**config.mk**
```make
export PLATFORM = sky130hd
export DESIGN_NAME = mem_arbiter_n
export DESIGN_NICKNAME = d
export VERILOG_FILES = /design/src/rtl/arbiter_pkg.sv /design/src/rtl/arb_picker.sv /design/src/rtl/mem_arbiter_n.sv
export SDC_FILE = /design/constraint.sdc
export NUM_CORES = 1
export LEC_CHECK = 0
export CAP_MARGIN = 15
export CORE_AREA = 10 10 525 527
export DETAILED_ROUTE_END_ITERATION = 10
export DIE_AREA = 0 0 535 537
export PLACE_DENSITY = 0.3
export SLEW_MARGIN = 30
export SYNTH_ARGS = -nofsm -noshare
export SYNTH_HDL_FRONTEND = slang
export SYNTH_HIERARCHICAL = 1
export SYNTH_SLANG_ARGS = --single-unit
```
**constraint.sdc**
```tcl
create_clock -name clk -period 5.9 [get_ports clk]
set_input_delay 1.77 -clock clk [delete_from_list [all_inputs] [get_ports clk]]
set_output_delay 1.77 -clock clk [all_outputs]
set_load 0.02 [all_outputs]
```
**src/rtl/arbiter_pkg.sv**
```systemverilog
// ---------------------------------------------------------------------------
// arbiter_pkg
// Shared types and helpers for the physical-memory arbiter (mem_arbiter_n)
// and its request picker (arb_picker).
//   arb_state_t : transaction FSM states (IDLE, BUSY, DONE)
//   arb_op_t    : latched memory operation (OP_READ, OP_WRITE)
//   grant_w()   : width of a channel index for a given channel count
// ---------------------------------------------------------------------------
package arbiter_pkg;

    typedef enum logic [1:0] {
        IDLE = 2'd0,
        BUSY = 2'd1,
        DONE = 2'd2
    } arb_state_t;

    typedef enum logic {
        OP_READ  = 1'b0,
        OP_WRITE = 1'b1
    } arb_op_t;

    // Width of a grant index; never below one bit so a 1-bit vector is legal.
    function automatic int grant_w(input int num_ch);
        return (num_ch > 1) ? $clog2(num_ch) : 1;
    endfunction

endpackage

```
**src/rtl/arb_picker.sv**
```systemverilog
// ---------------------------------------------------------------------------
// arb_picker
// Combinational winner selection among NUM_CH pending requesters.
// The search starts at rr_ptr and wraps from NUM_CH-1 back to 0; the first
// pending channel found wins. Feeding rr_ptr a constant zero turns this into
// a fixed lowest-index-wins priority picker.
// Ports:
//   pending   in  NUM_CH   per-channel request pending
//   rr_ptr    in  GRANT_W  channel index where the search starts
//   grant     out GRANT_W  winning channel index (0 when nothing pending)
//   any_valid out 1        at least one channel pending
// ---------------------------------------------------------------------------
module arb_picker
    import arbiter_pkg::*;
#(
    parameter int NUM_CH  = 2,
    parameter int GRANT_W = grant_w(NUM_CH)
) (
    input  logic [NUM_CH-1:0]  pending,
    input  logic [GRANT_W-1:0] rr_ptr,
    output logic [GRANT_W-1:0] grant,
    output logic               any_valid
);

    int idx_s;

    // Rotating scan from the highest offset down so the lowest offset from
    // rr_ptr is the last (and therefore winning) assignment.
    always_comb begin
        grant     = {GRANT_W{1'b0}};
        idx_s     = 0;
        any_valid = |pending;
        for (int k = NUM_CH - 1; k >= 0; k--) begin
            idx_s = int'(rr_ptr) + k;
            if (idx_s >= NUM_CH) begin
                idx_s = idx_s - NUM_CH;
            end else begin
                idx_s = idx_s;
            end
            if (pending[idx_s[GRANT_W-1:0]]) begin
                grant = idx_s[GRANT_W-1:0];
            end else begin
                grant = grant;
            end
        end
    end

endmodule

```
**src/rtl/mem_arbiter_n.sv**
```systemverilog
// ---------------------------------------------------------------------------
// mem_arbiter_n
// Arbitrates NUM_CH cache-side requesters (ch0 = I-cache, ch1 = D-cache,
// further channels for prefetch/victim buffers) onto one physical-memory
// port. The winning request is latched and held on pmem_* until pmem_resp;
// the completion and read data are routed back to the granted channel only.
//
// Configuration macro: ARB_ROUND_ROBIN_EN
//   defined     : round-robin, search starts at rr_ptr, rr_ptr <= grant+1
//   not defined : fixed priority, lowest channel index wins
//
// Ports:
//   clk, rst     clock, synchronous active-high reset
//   ch_read      per-channel read request (held until ch_resp)
//   ch_write     per-channel write request (held until ch_resp)
//   ch_addr      per-channel line address
//   ch_wdata     per-channel write line
//   ch_resp      one-hot 1-cycle completion to the granted channel
//   ch_rdata     read line (pass-through of pmem_rdata)
//   pmem_read    registered read strobe
//   pmem_write   registered write strobe
//   pmem_addr    registered address of the granted request
//   pmem_wdata   registered write line of the granted request
//   pmem_rdata   memory read data
//   pmem_resp    memory completion pulse
// ---------------------------------------------------------------------------
module mem_arbiter_n
    import arbiter_pkg::*;
#(
    parameter int NUM_CH = 2,
    parameter int ADDR_W = 32,
    parameter int LINE_W = 256
) (
    input  logic                           clk,
    input  logic                           rst,
    input  logic [NUM_CH-1:0]              ch_read,
    input  logic [NUM_CH-1:0]              ch_write,
    input  logic [NUM_CH-1:0][ADDR_W-1:0]  ch_addr,
    input  logic [NUM_CH-1:0][LINE_W-1:0]  ch_wdata,
    output logic [NUM_CH-1:0]              ch_resp,
    output logic [LINE_W-1:0]              ch_rdata,
    output logic                           pmem_read,
    output logic                           pmem_write,
    output logic [ADDR_W-1:0]              pmem_addr,
    output logic [LINE_W-1:0]              pmem_wdata,
    input  logic [LINE_W-1:0]              pmem_rdata,
    input  logic                           pmem_resp
);

    localparam int GRANT_W = grant_w(NUM_CH);

    arb_state_t         state_r;
    arb_state_t         state_nxt_s;
    logic [GRANT_W-1:0] grant_r;
    logic [GRANT_W-1:0] pick_s;
    logic [GRANT_W-1:0] rr_ptr_s;
    logic               any_valid_s;
    logic [NUM_CH-1:0]  pending_s;
    arb_op_t            win_op_s;

    assign pending_s = ch_read | ch_write;

    arb_picker #(
        .NUM_CH  (NUM_CH),
        .GRANT_W (GRANT_W)
    ) u_picker (
        .pending   (pending_s),
        .rr_ptr    (rr_ptr_s),
        .grant     (pick_s),
        .any_valid (any_valid_s)
    );

`ifdef ARB_ROUND_ROBIN_EN
    logic [GRANT_W-1:0] rr_ptr_r;

    // Round-robin pointer: advance past the channel just granted, wrapping.
    always_ff @(posedge clk) begin
        if (rst) begin
            rr_ptr_r <= {GRANT_W{1'b0}};
        end else if ((state_r == IDLE) && any_valid_s) begin
            rr_ptr_r <= (pick_s == GRANT_W'(NUM_CH - 1)) ? {GRANT_W{1'b0}}
                                                         : pick_s + GRANT_W'(1);
        end
    end

    assign rr_ptr_s = rr_ptr_r;
`else
    assign rr_ptr_s = {GRANT_W{1'b0}};
`endif

    // A channel raising both read and write is served as a write.
    always_comb begin
        if (ch_write[pick_s]) begin
            win_op_s = OP_WRITE;
        end else begin
            win_op_s = OP_READ;
        end
    end

    // Next-state logic; DONE never samples requests so the served channel
    // has one cycle to drop its request before the next arbitration.
    always_comb begin
        state_nxt_s = state_r;
        case (state_r)
            IDLE: begin
                if (any_valid_s) begin
                    state_nxt_s = BUSY;
                end else begin
                    state_nxt_s = IDLE;
                end
            end
            BUSY: begin
                if (pmem_resp) begin
                    state_nxt_s = DONE;
                end else begin
                    state_nxt_s = BUSY;
                end
            end
            DONE:    state_nxt_s = IDLE;
            default: state_nxt_s = IDLE;
        endcase
    end

    // Completion is steered combinationally to the granted channel only while
    // a transaction is outstanding; stray pmem_resp elsewhere is ignored.
    always_comb begin
        ch_resp = {NUM_CH{1'b0}};
        if ((state_r == BUSY) && pmem_resp) begin
            ch_resp[grant_r] = 1'b1;
        end else begin
            ch_resp = {NUM_CH{1'b0}};
        end
    end

    assign ch_rdata = pmem_rdata;

    // State register plus request latches; pmem_* hold their values for the
    // whole transaction regardless of later ch_* activity.
    always_ff @(posedge clk) begin
        if (rst) begin
            state_r    <= IDLE;
            grant_r    <= {GRANT_W{1'b0}};
            pmem_read  <= 1'b0;
            pmem_write <= 1'b0;
            pmem_addr  <= {ADDR_W{1'b0}};
            pmem_wdata <= {LINE_W{1'b0}};
        end else begin
            state_r <= state_nxt_s;
            case (state_r)
                IDLE: begin
                    if (any_valid_s) begin
                        grant_r    <= pick_s;
                        pmem_read  <= (win_op_s == OP_READ);
                        pmem_write <= (win_op_s == OP_WRITE);
                        pmem_addr  <= ch_addr[pick_s];
                        pmem_wdata <= ch_wdata[pick_s];
                    end
                end
                BUSY: begin
                    if (pmem_resp) begin
                        pmem_read  <= 1'b0;
                        pmem_write <= 1'b0;
                    end
                end
                default: begin
                end
            endcase
        end
    end

endmodule

```
==> flow_metrics.py <==
metrics = {
    "status": {
        "status": "finished clean",
    },
    "synth": {
        "yosys_warnings": 6,
        "ys_seq_area_share_pct": 39.8,
        "synthArstFlopShare_pct": 0,
        "yosysUniqueCellTypes": 22,
        "synth_top_flop_cell": "dfxtp_1",
        "ys_ff_latch": 293,
        "synth_nets": 2405,
        "avgSynthCellArea_um2": 9.42,
        "netlist_area_um2": 14800,
        "synth_edf_count": 0,
        "syn_inst": 1566,
    },
    "die": {
        "core_um2": 265000,
        "initial_core_util_pct": 5.58,
        "die_h_um": 537,
        "die-area_um2": 287000,
        "rows": 189,
        "io_pins": 1387,
        "fp.dieW_um": 535,
    },
    "grt": {
        "grt_overflow": 0,
        "grt_max_degree": 144,
        "grt_pass1_vias": 14800,
        "grt_first_pass_wirelength_um": 175000,
        "grt_usage_pct": 9.40,
        "antenna_found_initial": 72,
    },
    "timing": {
        "period_minus_slack_ns": 4.83,
        "grt_setup_unrepaired": "false",
        "fmax_ghz": 0.207,
        "drv_slew": 0,
        "hold_ws_ns": 0.475,
        "final.period_utilization_pct": 81.9,
        "setup_tns_ns": 0,
        "max_slew_margin_pct": 39.4,
        "tightest_slew_ns": 0.910,
        "clock_skew_ns": 0.0415,
        "worst_slack_ns": 1.07,
        "hold_viol_final": 0,
        "finalSetupViolCount": 0,
    },
    "setup_path": {
        "required_ns": 4.13,
        "startpoint_type": "primary input",
        "end_kind": "primary output",
        "cp_max_fo": 5,
        "crit_type": "in -> out",
        "worstPathArrival_ns": 3.06,
    },
    "routing": {
        "firstDrtPassIters": 5,
        "drtIter0Drc": 447,
        "ant_nets": 0,
        "drcViolationCount": 0,
        "wire_per_inst_um": 25.0,
        "dr_total_vias": 14100,
        "viasPerCell": 2.47,
        "routed_wl_um": 143000,
    },
    "clock_network": {
        "cts_resized": 0,
        "clockRootBuffer": "clkbuf_16",
        "clock_path_buffers": 3,
        "cts.sinks": 293,
        "htree_levels": 2,
        "holdBufCountCts": 0,
        "cts_tree": "built",
        "clock_latency_ns": 0.68,
        "clk_pin_slew_ns": 0.05,
        "cts_buffers": 50,
        "post_cts_buffers": 0,
    },
    "placement": {
        "dp_slack_ns": 0.999,
        "place.gp.congestion": 0.740,
        "dp_hpwl_um": 124000,
        "port_buffers": 874,
    },
    "pwr": {
        "power-per-cell-area_nw_per_um2": 286,
        "p_leak_nw": 9.54,
        "max-vdd-ir-drop_v": 0.000206,
    },
    "finish": {
        "drive_gt1_share_pct": 5.69,
        "multiInputGateArea_um2": 6280,
        "final_nets": 2976,
        "seq_area_um2": 5870,
        "fillCellCount": 30400,
        "area_delta_synth_final_pct": 86.0,
    },
    "flow_run": {
        "drv_cap": 0,
    },
    "min_path": {
        "hp-class": "reg -> reg",
    },
}
final cells by class:
class	count	area share (%)
timing repair buffer	904	33.2
clock buffer	69	5.22
sequential	293	21.4
inverter	2	0.0274
antenna	6	0.0547
multi-input combinational	886	22.9
tap	3533	16.1
clock inverter	24	1.13
registers in the layout (all words and copies together) (netlist names):
| register | count |
|---|---|
| pmem_wdata | 256 |
| pmem_addr | 32 |
| state_r | 2 |
| grant_r | 1 |
| pmem_read | 1 |
| pmem_write | 1 |
Yosys cell counts, types with 2 or more instances:
library cell | n | share of area [%]
or2_2 | 2 | 0.085
buf_6 | 14 | 1.1
nor2_1 | 292 | 7.4
mux2i_1 | 288 | 20
a21oi_1 | 3 | 0.10
nand2_1 | 3 | 0.076
clkbuf_1 | 33 | 0.84
inv_1 | 2 | 0.051
buf_2 | 79 | 2.7
buf_4 | 259 | 13
dfxtp_1 | 293 | 40
a211oi_1 | 288 | 15
cells in the final DEF, fill, tap and decap left out, drive strengths merged, types with 2 or more instances in the layout:
cell type / netlist / routed
a211oi: 288 / 288
a21oi: 3 / 3
buf: 352 / 34
bufinv: 0 / 7
clkbuf: 33 / 69
clkdlybuf4s50: 0 / 870
clkinv: 0 / 14
dfxtp: 293 / 293
diode: 0 / 6
inv: 2 / 4
mux2i: 288 / 288
nand2: 3 / 3
nor2: 292 / 292
nor3b: 2 / 2
or2: 3 / 3
path summary, 6_finish.rpt:
kind	startpoint	endpoint	slack, ns	cells past startpoint
setup / recovery	pmem_resp	ch_resp[0]	1.07	5
hold / removal	pmem_write$_SDFFE_PP0P_	pmem_write$_SDFFE_PP0P_	0.48	2
setup reg to reg	state_r[1]$_SDFF_PP0_	pmem_addr[7]$_SDFFE_PP0P_	3.85	5
hold reg to reg	pmem_write$_SDFFE_PP0P_	pmem_write$_SDFFE_PP0P_	0.48	2
worst max-delay path: stages:
cell and delay, ns:
clkdlybuf4s50_1 0.62, nand3b_1 0.11, buf_4 0.20, nor2_1 0.16, buf_4 0.17
routing by layer:
layer / track usage, % / part of all wire, % / vias to the layer above
met5: 0.395 / 0.29 / -
met4: 3.35 / 4.1 / 40
met3: 8.09 / 19 / 336
met2: 13.5 / 40 / 989
met1: 9.91 / 36 / 6282
li1: - / - / 6477
cells by family after synthesis:
| kind of cell | count (synthesis) | share of synthesized area (%) |
|---|---|---|
| muxes | 289 | 19.6 |
| and+or+nand+nor | 303 | 7.91 |
| buffers and inverters | 387 | 17.8 |
| DFF | 293 | 39.8 |
| AOI/OAI and AO/OA | 293 | 14.9 |
| other | 1 | 0.0254 |
stage by stage:
stage               area, um^2  utilization (%)  power, mW  cells
global route             27400             10.4       8.33   5712
finish                   27400             10.4       7.84   5717
global placement         25700             9.71       4.71   5618
floorplan                14800                -       3.52   1566
detailed placement       25700             9.71       4.71   5618
CTS                      27400             10.4       8.18   5711
where the power goes:
group          leakage (nW)  switching (mW)  internal [mW]
Sequential             2.44           0.128           2.21
Clock                 0.867            1.28           1.99
Combinational          6.23            1.23           1.00
Total                  9.54            2.63           5.21
Power figures use the tool's default switching activity.
